File: src/rtl/sha_pad_pkg.sv
// rtl/sha_pad_pkg.sv - shared types and block geometry for the SHA-256 stream padder
package sha_pad_pkg;
    typedef enum logic [2:0] {IDLE, FILL, PAD80, PAD0, LEN, DRAIN} pad_state_t;

    localparam int BLOCK_BYTES     = 64;
    localparam int LEN_FIELD_BYTES = 8;
    localparam int PAD_LIMIT       = 56;
    localparam int WORDS_PER_BLOCK = 16;

    // Byte sel of the big-endian length field; sel 0 is the most significant byte.
    function automatic logic [7:0] len_byte(input logic [63:0] len, input logic [2:0] sel);
        return 8'(len >> (8 * (LEN_FIELD_BYTES - 1 - int'(sel))));
    endfunction
endpackage

File: src/rtl/sha256_stream_padder_if.sv
// rtl/sha256_stream_padder_if.sv - byte-beat input stream and 32-bit word output stream of the padder
interface sha256_stream_padder_if #(parameter int IN_BYTES = 1);
    localparam int NB_W = $clog2(IN_BYTES + 1);

    logic                  s_valid;
    logic                  s_ready;
    logic [8*IN_BYTES-1:0] s_data;
    logic [NB_W-1:0]       s_nbytes;
    logic                  s_last;
    logic                  m_valid;
    logic                  m_ready;
    logic [31:0]           m_word;
    logic [3:0]            m_word_idx;
    logic                  m_first_blk;
    logic                  m_last_blk;

    modport slave (
        input  s_valid, s_data, s_nbytes, s_last, m_ready,
        output s_ready, m_valid, m_word, m_word_idx, m_first_blk, m_last_blk
    );
    modport master (
        output s_valid, s_data, s_nbytes, s_last, m_ready,
        input  s_ready, m_valid, m_word, m_word_idx, m_first_blk, m_last_blk
    );
endinterface

File: src/rtl/sha_block_buf.sv
// rtl/sha_block_buf.sv - 64-byte block buffer: multi-lane byte write, registered big-endian word read
module sha_block_buf
    import sha_pad_pkg::*;
#(
    parameter int IN_BYTES = 1
) (
    input  logic                             clk,
    input  logic                             rst_n,
    input  logic                             wr_en,
    input  logic [5:0]                       wr_ptr,
    input  logic [8*IN_BYTES-1:0]            wr_data,
    input  logic [$clog2(IN_BYTES+1)-1:0]    wr_nbytes,
    input  logic                             rd_en,
    input  logic [3:0]                       rd_idx,
    output logic [31:0]                      rd_word
);
    logic [7:0]  mem_q [BLOCK_BYTES];
    logic [31:0] rd_word_q, rd_word_d;

    always_ff @(posedge clk) begin
        if (wr_en) begin
            for (int i = 0; i < IN_BYTES; i++) begin
                if (i < int'(wr_nbytes)) begin
                    mem_q[wr_ptr + 6'(i)] <= wr_data[8*i +: 8];
                end
            end
        end
    end

    always_comb begin
        rd_word_d = rd_word_q;
        if (rd_en) begin
            rd_word_d = {mem_q[{rd_idx, 2'd0}], mem_q[{rd_idx, 2'd1}],
                         mem_q[{rd_idx, 2'd2}], mem_q[{rd_idx, 2'd3}]};
        end
    end

    always_ff @(posedge clk or negedge rst_n) begin
        if (!rst_n) rd_word_q <= '0;
        else        rd_word_q <= rd_word_d;
    end

    assign rd_word = rd_word_q;
endmodule

File: src/rtl/sha256_stream_padder.sv
// rtl/sha256_stream_padder.sv - streaming SHA-256 message padder, one 64-byte block in flight
// Optional raw pass-through mode: SHA_PAD_RAW_EN
module sha256_stream_padder
    import sha_pad_pkg::*;
#(
    parameter int IN_BYTES = 1,
    parameter int LEN_W    = 64
) (
    input  logic                   clk,
    input  logic                   rst_n,
    sha256_stream_padder_if.slave  io,
`ifdef SHA_PAD_RAW_EN
    input  logic                   raw_mode,
    output logic                   err_raw_align,
`endif
    output logic                   busy,
    output logic                   err_len_ovf
);
    localparam int         NB_W      = $clog2(IN_BYTES + 1);
    localparam logic [6:0] BLK_END   = 7'(BLOCK_BYTES);
    localparam logic [6:0] LEN_START = 7'(PAD_LIMIT);
    localparam logic [3:0] LAST_WORD = 4'(WORDS_PER_BLOCK - 1);

    pad_state_t         state_q, state_d, resume_q, resume_d;
    logic [6:0]         ptr_q, ptr_d, ptr_beat;
    logic [4:0]         rd_ptr_q, rd_ptr_d;
    logic [3:0]         idx_q, idx_d;
    logic               m_valid_q, m_valid_d, first_q, first_d, last_q, last_d;
    logic               busy_q, busy_d, s_ready_q, s_ready_d, ovf_q, ovf_d;
    logic [LEN_W-1:0]   bit_cnt_q, bit_cnt_d, bit_base;
    logic [LEN_W:0]     bit_sum;
    logic               xfer, hs, raw_now, wr_en, wr_pad, rd_en;
    logic [7:0]         pad_byte;
    logic [31:0]        rd_word;

`ifdef SHA_PAD_RAW_EN
    logic raw_q, raw_d, raw_err_q, raw_err_d;
    assign raw_now       = (state_q == IDLE) ? raw_mode : raw_q;
    assign err_raw_align = raw_err_q;
`else
    assign raw_now = 1'b0;
`endif

    assign xfer     = io.s_valid && s_ready_q;
    assign hs       = m_valid_q && io.m_ready;
    assign ptr_beat = ptr_q + 7'(io.s_nbytes);
    assign bit_base = (state_q == IDLE) ? '0 : bit_cnt_q;
    assign bit_sum  = {1'b0, bit_base} + (LEN_W+1)'({io.s_nbytes, 3'b000});

    always_comb begin
        state_d   = state_q;   resume_d  = resume_q;  ptr_d  = ptr_q;
        rd_ptr_d  = rd_ptr_q;  idx_d     = idx_q;     m_valid_d = m_valid_q;
        first_d   = first_q;   last_d    = last_q;    bit_cnt_d = bit_cnt_q;
        ovf_d     = ovf_q;     wr_en     = 1'b0;      wr_pad    = 1'b0;
        pad_byte  = 8'h00;     rd_en     = 1'b0;
`ifdef SHA_PAD_RAW_EN
        raw_d     = raw_q;     raw_err_d = raw_err_q;
`endif
        case (state_q)
            IDLE, FILL: begin
                if (xfer) begin
                    wr_en     = 1'b1;
                    ptr_d     = ptr_beat;
                    bit_cnt_d = bit_sum[LEN_W-1:0];
                    if (state_q == IDLE) begin
                        first_d = 1'b1;
                        last_d  = 1'b0;
                        ovf_d   = 1'b0;
`ifdef SHA_PAD_RAW_EN
                        raw_d     = raw_mode;
                        raw_err_d = 1'b0;
`endif
                    end
                    if (bit_sum[LEN_W]) ovf_d = 1'b1;
                    if (ptr_beat == BLK_END) begin
                        state_d  = DRAIN;
                        resume_d = io.s_last ? PAD80 : FILL;
                        if (io.s_last && raw_now) begin
                            last_d   = 1'b1;
                            resume_d = IDLE;
                        end
                    end else if (io.s_last) begin
                        state_d = raw_now ? PAD0 : PAD80;
`ifdef SHA_PAD_RAW_EN
                        if (raw_now) raw_err_d = 1'b1;
`endif
                    end else begin
                        state_d = FILL;
                    end
                end
            end
            PAD80: begin
                wr_en    = 1'b1;
                wr_pad   = 1'b1;
                pad_byte = 8'h80;
                ptr_d    = ptr_q + 7'd1;
                state_d  = PAD0;
            end
            PAD0: begin
                if (ptr_q == LEN_START && !raw_now) begin
                    state_d = LEN;
                end else if (ptr_q == BLK_END) begin
                    // No room left for the length: flush and pad a further block.
                    state_d  = DRAIN;
                    resume_d = PAD0;
                    if (raw_now) begin
                        last_d   = 1'b1;
                        resume_d = IDLE;
                    end
                end else begin
                    wr_en  = 1'b1;
                    wr_pad = 1'b1;
                    ptr_d  = ptr_q + 7'd1;
                end
            end
            LEN: begin
                wr_en    = 1'b1;
                wr_pad   = 1'b1;
                pad_byte = len_byte(64'(bit_cnt_q), ptr_q[2:0]);
                ptr_d    = ptr_q + 7'd1;
                if (ptr_q == BLK_END - 7'd1) begin
                    state_d  = DRAIN;
                    last_d   = 1'b1;
                    resume_d = IDLE;
                end
            end
            DRAIN: begin
                // Prefetch the next word on each handshake to sustain one word per clock.
                if (rd_ptr_q == 5'd0 || (hs && rd_ptr_q != 5'd16)) begin
                    rd_en     = 1'b1;
                    idx_d     = rd_ptr_q[3:0];
                    rd_ptr_d  = rd_ptr_q + 5'd1;
                    m_valid_d = 1'b1;
                end else if (hs) begin
                    m_valid_d = 1'b0;
                end
                if (hs && idx_q == LAST_WORD) begin
                    state_d  = resume_q;
                    ptr_d    = '0;
                    rd_ptr_d = '0;
                    first_d  = 1'b0;
                    last_d   = 1'b0;
                end
            end
            default: state_d = IDLE;
        endcase
        busy_d    = (state_d != IDLE);
        s_ready_d = (state_d == IDLE) || (state_d == FILL);
    end

    always_ff @(posedge clk or negedge rst_n) begin
        if (!rst_n) begin
            state_q <= IDLE;  resume_q <= IDLE;  ptr_q <= '0;  rd_ptr_q <= '0;
            idx_q <= '0;  m_valid_q <= 1'b0;  first_q <= 1'b0;  last_q <= 1'b0;
            busy_q <= 1'b0;  s_ready_q <= 1'b1;  bit_cnt_q <= '0;  ovf_q <= 1'b0;
        end else begin
            state_q <= state_d;  resume_q <= resume_d;  ptr_q <= ptr_d;  rd_ptr_q <= rd_ptr_d;
            idx_q <= idx_d;  m_valid_q <= m_valid_d;  first_q <= first_d;  last_q <= last_d;
            busy_q <= busy_d;  s_ready_q <= s_ready_d;  bit_cnt_q <= bit_cnt_d;  ovf_q <= ovf_d;
        end
    end

`ifdef SHA_PAD_RAW_EN
    always_ff @(posedge clk or negedge rst_n) begin
        if (!rst_n) begin
            raw_q     <= 1'b0;
            raw_err_q <= 1'b0;
        end else begin
            raw_q     <= raw_d;
            raw_err_q <= raw_err_d;
        end
    end
`endif

    sha_block_buf #(.IN_BYTES(IN_BYTES)) u_buf (
        .clk       (clk),
        .rst_n     (rst_n),
        .wr_en     (wr_en),
        .wr_ptr    (ptr_q[5:0]),
        .wr_data   (wr_pad ? (8*IN_BYTES)'(pad_byte) : io.s_data),
        .wr_nbytes (wr_pad ? NB_W'(1) : io.s_nbytes),
        .rd_en     (rd_en),
        .rd_idx    (rd_ptr_q[3:0]),
        .rd_word   (rd_word)
    );

    assign io.s_ready     = s_ready_q;
    assign io.m_valid     = m_valid_q;
    assign io.m_word      = rd_word;
    assign io.m_word_idx  = idx_q;
    assign io.m_first_blk = first_q;
    assign io.m_last_blk  = last_q;
    assign busy           = busy_q;
    assign err_len_ovf    = ovf_q;
endmodule

File: src/flat_wrapper.sv
// flat-port wrapper written by rule: the top's interface ports become plain ports
module sha256_stream_padder_flat import sha_pad_pkg::*;
#(
    parameter int IN_BYTES = 1,
    parameter int LEN_W    = 64
)
  (clk, rst_n, busy, err_len_ovf, io_s_valid, io_s_data, io_s_nbytes, io_s_last, io_m_ready, io_s_ready, io_m_valid, io_m_word, io_m_word_idx, io_m_first_blk, io_m_last_blk);
  sha256_stream_padder_if #(.IN_BYTES(IN_BYTES)) io_i ();
  input  logic clk;
  input  logic rst_n;
  output logic busy;
  output logic err_len_ovf;
  input wire logic [$bits(io_i.s_valid)-1:0] io_s_valid;
  input wire logic [$bits(io_i.s_data)-1:0] io_s_data;
  input wire logic [$bits(io_i.s_nbytes)-1:0] io_s_nbytes;
  input wire logic [$bits(io_i.s_last)-1:0] io_s_last;
  input wire logic [$bits(io_i.m_ready)-1:0] io_m_ready;
  output wire logic [$bits(io_i.s_ready)-1:0] io_s_ready;
  output wire logic [$bits(io_i.m_valid)-1:0] io_m_valid;
  output wire logic [$bits(io_i.m_word)-1:0] io_m_word;
  output wire logic [$bits(io_i.m_word_idx)-1:0] io_m_word_idx;
  output wire logic [$bits(io_i.m_first_blk)-1:0] io_m_first_blk;
  output wire logic [$bits(io_i.m_last_blk)-1:0] io_m_last_blk;
  assign io_i.s_valid = io_s_valid;
  assign io_i.s_data = io_s_data;
  assign io_i.s_nbytes = io_s_nbytes;
  assign io_i.s_last = io_s_last;
  assign io_i.m_ready = io_m_ready;
  assign io_s_ready = io_i.s_ready;
  assign io_m_valid = io_i.m_valid;
  assign io_m_word = io_i.m_word;
  assign io_m_word_idx = io_i.m_word_idx;
  assign io_m_first_blk = io_i.m_first_blk;
  assign io_m_last_blk = io_i.m_last_blk;
  sha256_stream_padder #(.IN_BYTES(IN_BYTES), .LEN_W(LEN_W)) u_core (.clk(clk), .rst_n(rst_n), .io(io_i), .busy(busy), .err_len_ovf(err_len_ovf));
endmodule
File: config.mk
export PLATFORM = sky130hd
export DESIGN_NAME = sha256_stream_padder_flat
export DESIGN_NICKNAME = d
export VERILOG_FILES = /design/src/rtl/sha_pad_pkg.sv /design/src/rtl/sha256_stream_padder_if.sv /design/src/rtl/sha_block_buf.sv /design/src/rtl/sha256_stream_padder.sv /design/src/flat_wrapper.sv
export SDC_FILE = /design/constraint.sdc
export NUM_CORES = 1
export LEC_CHECK = 0
export CAP_MARGIN = 5
export CORE_UTILIZATION = 54
export CTS_CLUSTER_DIAMETER = 200
export CTS_CLUSTER_SIZE = 30
export DETAILED_ROUTE_END_ITERATION = 10
export PLACE_DENSITY = 0.75
export SYNTH_ARGS = -nofsm -noshare
export SYNTH_HDL_FRONTEND = slang
export SYNTH_SLANG_ARGS = --single-unit
File: constraint.sdc
create_clock -name clk -period 11.59 [get_ports clk]
set_clock_uncertainty 0.05 [all_clocks]
set_input_delay 2.318 -clock clk [delete_from_list [all_inputs] [get_ports clk]]
set_output_delay 2.318 -clock clk [all_outputs]
set_load 0.02 [all_outputs]
---- Word-level counts from Yosys, hierarchy flattened ----
Memories as Yosys holds them, arrays and structs flattened. A register that Yosys moved wholly into a read port is not among the register bits.
Cells that the tools add are included.
storage, ports and cells
  memories kept ........................... 1
  bits in writable memories ............... 512
  register bits ........................... 92
  input port bits ......................... 14
cells by class
  reductions and logical operators ........ 32
  shifts and indexed selects .............. 1
  mux-type cells .......................... 46
  equal/unequal tests ..................... 20
  magnitude comparators ................... 1
  add/subtract/negate cells ............... 5
memory list
  memory              words  width  read ports  clocked after memory_dff  wr ports  line                 text
  u_core.u_buf.mem_q  64     8      4           4                         1         sha_block_buf.sv:17  logic [7:0] mem_q [BLOCK_BYTES];
operators with widths
  operator                                               number
  adder 64 x 4 -> 65 bit                                 1
  two-way mux 64 bit                                     1
  right shift 64 x 32 -> 8 bit                           1
  two-way mux 3 bit                                      11
  two-way mux 7 bit                                      4
  case mux 7 bit (4 select lines)                        1
  two-way mux 1 bit                                      18
  case mux 8 bit (2 select lines)                        1
  case mux 3 bit (5 select lines)                        1
  == test 7 x 6 -> 1 bit, second input constant          2
  == test 7 bit, second input constant                   2
  inequality test 2 x 1 -> 1 bit, second input constant  6
  two-way mux 5 bit                                      2
  AND reduction 5 bit                                    2
  case mux 3 bit (3 select lines)                        1
  nonzero test 3 bit                                     3
  two-way mux 8 bit                                      1
  AND reduction 2 bit                                    4
  nonzero test 2 bit                                     4
  adder 7 x 1 -> 7 bit                                   1
  adder 7 x 1 -> 7 bit, second input constant            1
  == test 3 x 1 -> 1 bit, second input constant          2
  == test 3 x 2 -> 1 bit, second input constant          2
  == test 3 bit, second input constant                   2
  19 further kinds                                       31

---- Depth between registers and ports, before layout ----
  depth after elaboration ................. 9
  depth in mapped cells ................... 12

---- Cells and area by module ----
From an unflattened synthesis, not the netlist that was laid out.
second synthesis, totals
  cell total of the unflattened synthesis .. 1607
  area total of the unflattened synthesis .. 26716.9 sq um
modules (own cells, without submodules)
  module                instances  area each (sq um)  cells each  sequential area each (sq um)
  sha_block_buf         1          20996.4            945         16175.5
  sha256_stream_padder  1          5720.5             662         2203.4

---- Worst setup path before layout ----
Ideal clock, no wire load.
  path type ............................... in2reg
  from .................................... input io_s_data[7]
  to ...................................... memory u_core.u_buf.mem_q[0][7], data pin
  slack ................................... 5.646 ns
  stages .................................. 2
  arrival time ............................ 5.154 ns
  required time ........................... 10.799 ns
  buffers on the path ..................... 0
  cells stage by stage .................... o22ai_1 > a221oi_1
on the way
  word-level cells in the longest chain between the ends .. 1
RTL lines
  element                            line                         text
  start, declared                    flat_wrapper.sv:14           input wire logic [$bits(io_i.s_data)-1:0] io_s_data;
  two-way mux 8 bit                  sha256_stream_padder.sv:180  .wr_data (wr_pad ? (8*IN_BYTES)'(pad_byte) : io.s_data),
  named net u_core.u_buf.wr_data[7]  sha_block_buf.sv:11          input logic [8*IN_BYTES-1:0] wr_data,
  end, declared                      sha_block_buf.sv:17
The timed path passes the listed nets, and every way through them passes these cells.

---- Worst setup path in the final report ----
  from .................................... input io_s_valid
  to ...................................... memory u_core.u_buf.mem_q[63][7], enable pin
on the way
  word-level cells in the longest chain between the ends .. 5
RTL lines
  element                                  line                        text
  start, declared                          flat_wrapper.sv:13          input wire logic [$bits(io_i.s_valid)-1:0] io_s_valid;
  logical AND 1 bit                        sha256_stream_padder.sv:44  assign xfer = io.s_valid && s_ready_q;
  two-way mux 1 bit                        sha256_stream_padder.sv:61  if (xfer) begin
  case mux 1 bit (3 select lines)          sha256_stream_padder.sv:59  case (state_q)
  two-way mux 1 bit                        sha_block_buf.sv:21         if (wr_en) begin
  two-way mux 1 bit (not written as such)  sha_block_buf.sv:24         mem_q[wr_ptr + 6'(i)] <= wr_data[8*i +: 8];
Every way passes these cells.

==> impl_metrics.tcl <==
set metrics [dict create \
    synth_top_cell_area_share_pct 57.91 \
    ctsResizeCount 0 \
    drc 0 \
    max-clock-path-buffers 3 \
    drv_slew 0 \
    numPortBuffers 55 \
    r2r-start "u_core.ptr_q[0]" \
    design.core.area_mm2 0.04815 \
    maxSlewHeadroom_pct 19.84 \
    setup_slack_ps 6568 \
    rsz0062_at_grt "false" \
    status "finished, final reports clean" \
    ys_ff_latch 632 \
    instances_no_fill 2237 \
    synth_cells 1544 \
    placedInstanceArea_mm2 0.02778 \
    worstPathMaxFanout 17 \
    synth_edf_count 512 \
    ys_warn_count 0 \
    synth_top_area_cell "edfxtp_1" \
    antenna_found_initial 0 \
    grt_max_degree 77 \
    max_freq_mhz 199.1 \
    syn_nets 1566 \
    cp_data_required_time_ps 11780 \
    post-cts-setup-buffers 0 \
    grt_pass1_vias 14200 \
    rr_endpoint "u_core.u_buf.mem_q[63][7]" \
    die_y_um 223.7 \
    netlist_area_mm2 0.02655 \
    async_reset_ff_share_pct 18.99 \
    ant_nets 0 \
    worst_slew_pin_slew_ps 1193 \
    die_area_mm2 0.05006 \
    min_to "u_core.err_len_ovf" \
    worstSetupStartpointType "primary input" \
    synthFlopType "edfxtp_1" \
    dp_cells 2190 \
    cp_slowest_cell "nor2_1" \
    postCtsHoldBufs 0 \
    rows 80 \
    crit_family "simple AND/OR/NAND/NOR gates" \
    drive_gt1_share_pct 18.22 \
    firstDrtPassIters 6 \
    num_io_pins 56 \
    worstSetupPathType "in -> reg" \
    via_per_inst 6.394 \
    fin_crit_sh_pct 43.33 \
    fin_tns_setup_ps 0 \
    clock-sinks 632 \
    grt_first_pass_wirelength_um 89540 \
    die_w_um 223.7 \
    design_area_mm2 0.02854 \
    wl_per_cell_um 26.42 \
    r2r_setup_slack_ps 7160 \
    layout_commonest_cell "edfxtp_1" \
    power_density_mw_per_mm2 166.0 \
    hold_depth 2 \
    worstRegToRegCells 7 \
    crit_chain "clkdlybuf4s50_1 > nor4bb_2 > buf_4 > nand2_1 > o211ai_1 > nand2b_1 > nor2_1" \
    num_antenna_cells 0 \
    initial_core_util_pct 55.14 \
    hold_path_startpoint "u_core.err_len_ovf" \
    cp_data_arrival_time_ps 5210 \
    crit_path_max_incr_delay_ps 710 \
    worst-path-buf-inv 2 \
    route.vias.total 14300 \
    clkTransAtPathRegs_ps 110 \
    dp_hpwl_um 36690 \
    tritoncts "done" \
    finalWirelength_um 59100 \
    pre_cts_slack_ps 5938 \
    cts-root-buf "clkbuf_16" \
    setup_violations 0 \
    ir_drop_uv 130.6 \
    hold_violations 0 \
    maxCapViolCount 0 \
    grt.overflow.total 0 \
    gp_congestion 0.8923 \
    htreeDepth 1 \
    synth_area_leaders "edfxtp_1, mux4_2, dfrtp_1" \
    grt_util_all_layers_pct 24.17 \
    endpoint_kind "flop" \
    final_cell_mix "edfxtp_1, mux4_2, nand2_1" \
    leakage_uw 0.009209 \
    synth_area_per_cell_um2 17.20 \
    nNetsFinal 1584 \
    fin_crit_ps 5022 \
    insertion_delay_ps 610 \
    syn_to_final_growth_pct 7.489 \
    numCtsBuffers 25 \
    drt_iter0_markers 1567 \
    ys_types 73 \
    synth_seq_area_share_pct 69.23 \
    hold_path_class "reg -> reg" \
]
==> Yosys cell counts (all sizes together), types with 3 or more instances <==
cell type	number
edfxtp	512
mux4	165
nand2	132
dfrtp	119
nor2	90
nand3	47
clkbuf	46
buf	42
mux2	42
xor2	40
o21ai	32
nand4	28
nor3	27
a21oi	24
xnor2	14
inv	13
and3	12
nor4	12
nand2b	11
and2	10
mux2i	9
nor2b	9
o31ai	9
ha	8
nand3b	7
a22oi	5
a31oi	5
and4	5
nor4b	5
o211ai	5
o21a	5
o22ai	5
a211oi	4
or3	4
a22o	3
nand4b	3
or2	3
==> routing by layer <==
metal  GRT usage, %  up-vias  routed length, um  share of wire, %
li1               -     6102                  -                 -
met1          34.55     7377              24310                41
met2          38.59      709              28360                48
met3          3.515      116               4234               7.2
met4          8.241        0               2190               3.7
met5              0        -                  0                 0
==> final cells by class <==
| cell class | count | area [um2] |
|---|---|---|
| fill | 3465 | 19610 |
| sequential | 632 | 18390 |
| multi-input combinational | 811 | 7799 |
| tap | 656 | 820.8 |
| timing repair buffer | 79 | 732.0 |
| clock buffer | 44 | 696.9 |
| clock inverter | 2 | 50.05 |
| inverter | 13 | 48.80 |
==> where the power goes <==
group,switching (uW),leakage (uW),internal [uW]
sequential,85.5,0.00634,2760
clock,658,0.000352,424
combinational,609,0.00252,201
total,1350,0.00921,3380
==> stage by stage <==
step                utilization (%)  hold slack [ps]  total power (uW)
detailed placement            57.71            432.3              3701
global route                  59.27            481.3              4898
finish                        59.27            462.9              4737
CTS                           59.26            464.6              4756
floorplan                         -            404.3              3356
global placement              57.71            430.0              3679
==> worst max path at each step <==
stage	start	end	slack [ps]	cells past startpoint
2_1_floorplan	io_s_data[7]	u_core.u_buf.mem_q[0][7]	5650	2
3_3_place_gp	io_s_valid	u_core.u_buf.mem_q[32][1]	6060	7
3_5_place_dp	io_s_valid	u_core.u_buf.mem_q[56][3]	5940	7
4_1_cts	io_s_valid	u_core.u_buf.mem_q[63][7]	6590	7
5_1_grt	io_s_valid	u_core.u_buf.mem_q[63][1]	6390	7
6_report	io_s_valid	u_core.u_buf.mem_q[63][7]	6570	7
==> sequential cells by signal, summed over array words and instances (netlist names) <==
signal	count
u_core.err_len_ovf	1
u_core.io.m_first_blk	1
u_core.io.m_word_idx	4
u_core.bit_cnt_q	61
u_core.io.m_valid	1
u_core.state_q	3
u_core.busy	1
u_core.u_buf.mem_q	512
u_core.rd_ptr_q	5
u_core.resume_q	2
u_core.u_buf.rd_word	32
u_core.io.m_last_blk	1
u_core.io.s_ready	1
u_core.ptr_q	7
==> worst reg2reg max path: cells and delay by family (launching register included) <==
family | cells | cell delay [ps]
AOI/OAI and AO/OA | 2 | 1030
adders and majority gates | 1 | 360
buffers and inverters | 1 | 420
DFF | 1 | 750
and+or+nand+nor | 3 | 1450
==> cells by family after synthesis <==
family                     Yosys count  share of synthesized area [%]
DFF                                632                          69.23
and+or+nand+nor                    415                          7.757
muxes                              216                          16.12
AOI/OAI and AO/OA                  118                          2.922
buffers and inverters              101                          1.819
xor gates and xnor gates            54                          1.781
adders and majority gates            8                         0.3770
Power figures use the tool's default switching activity.
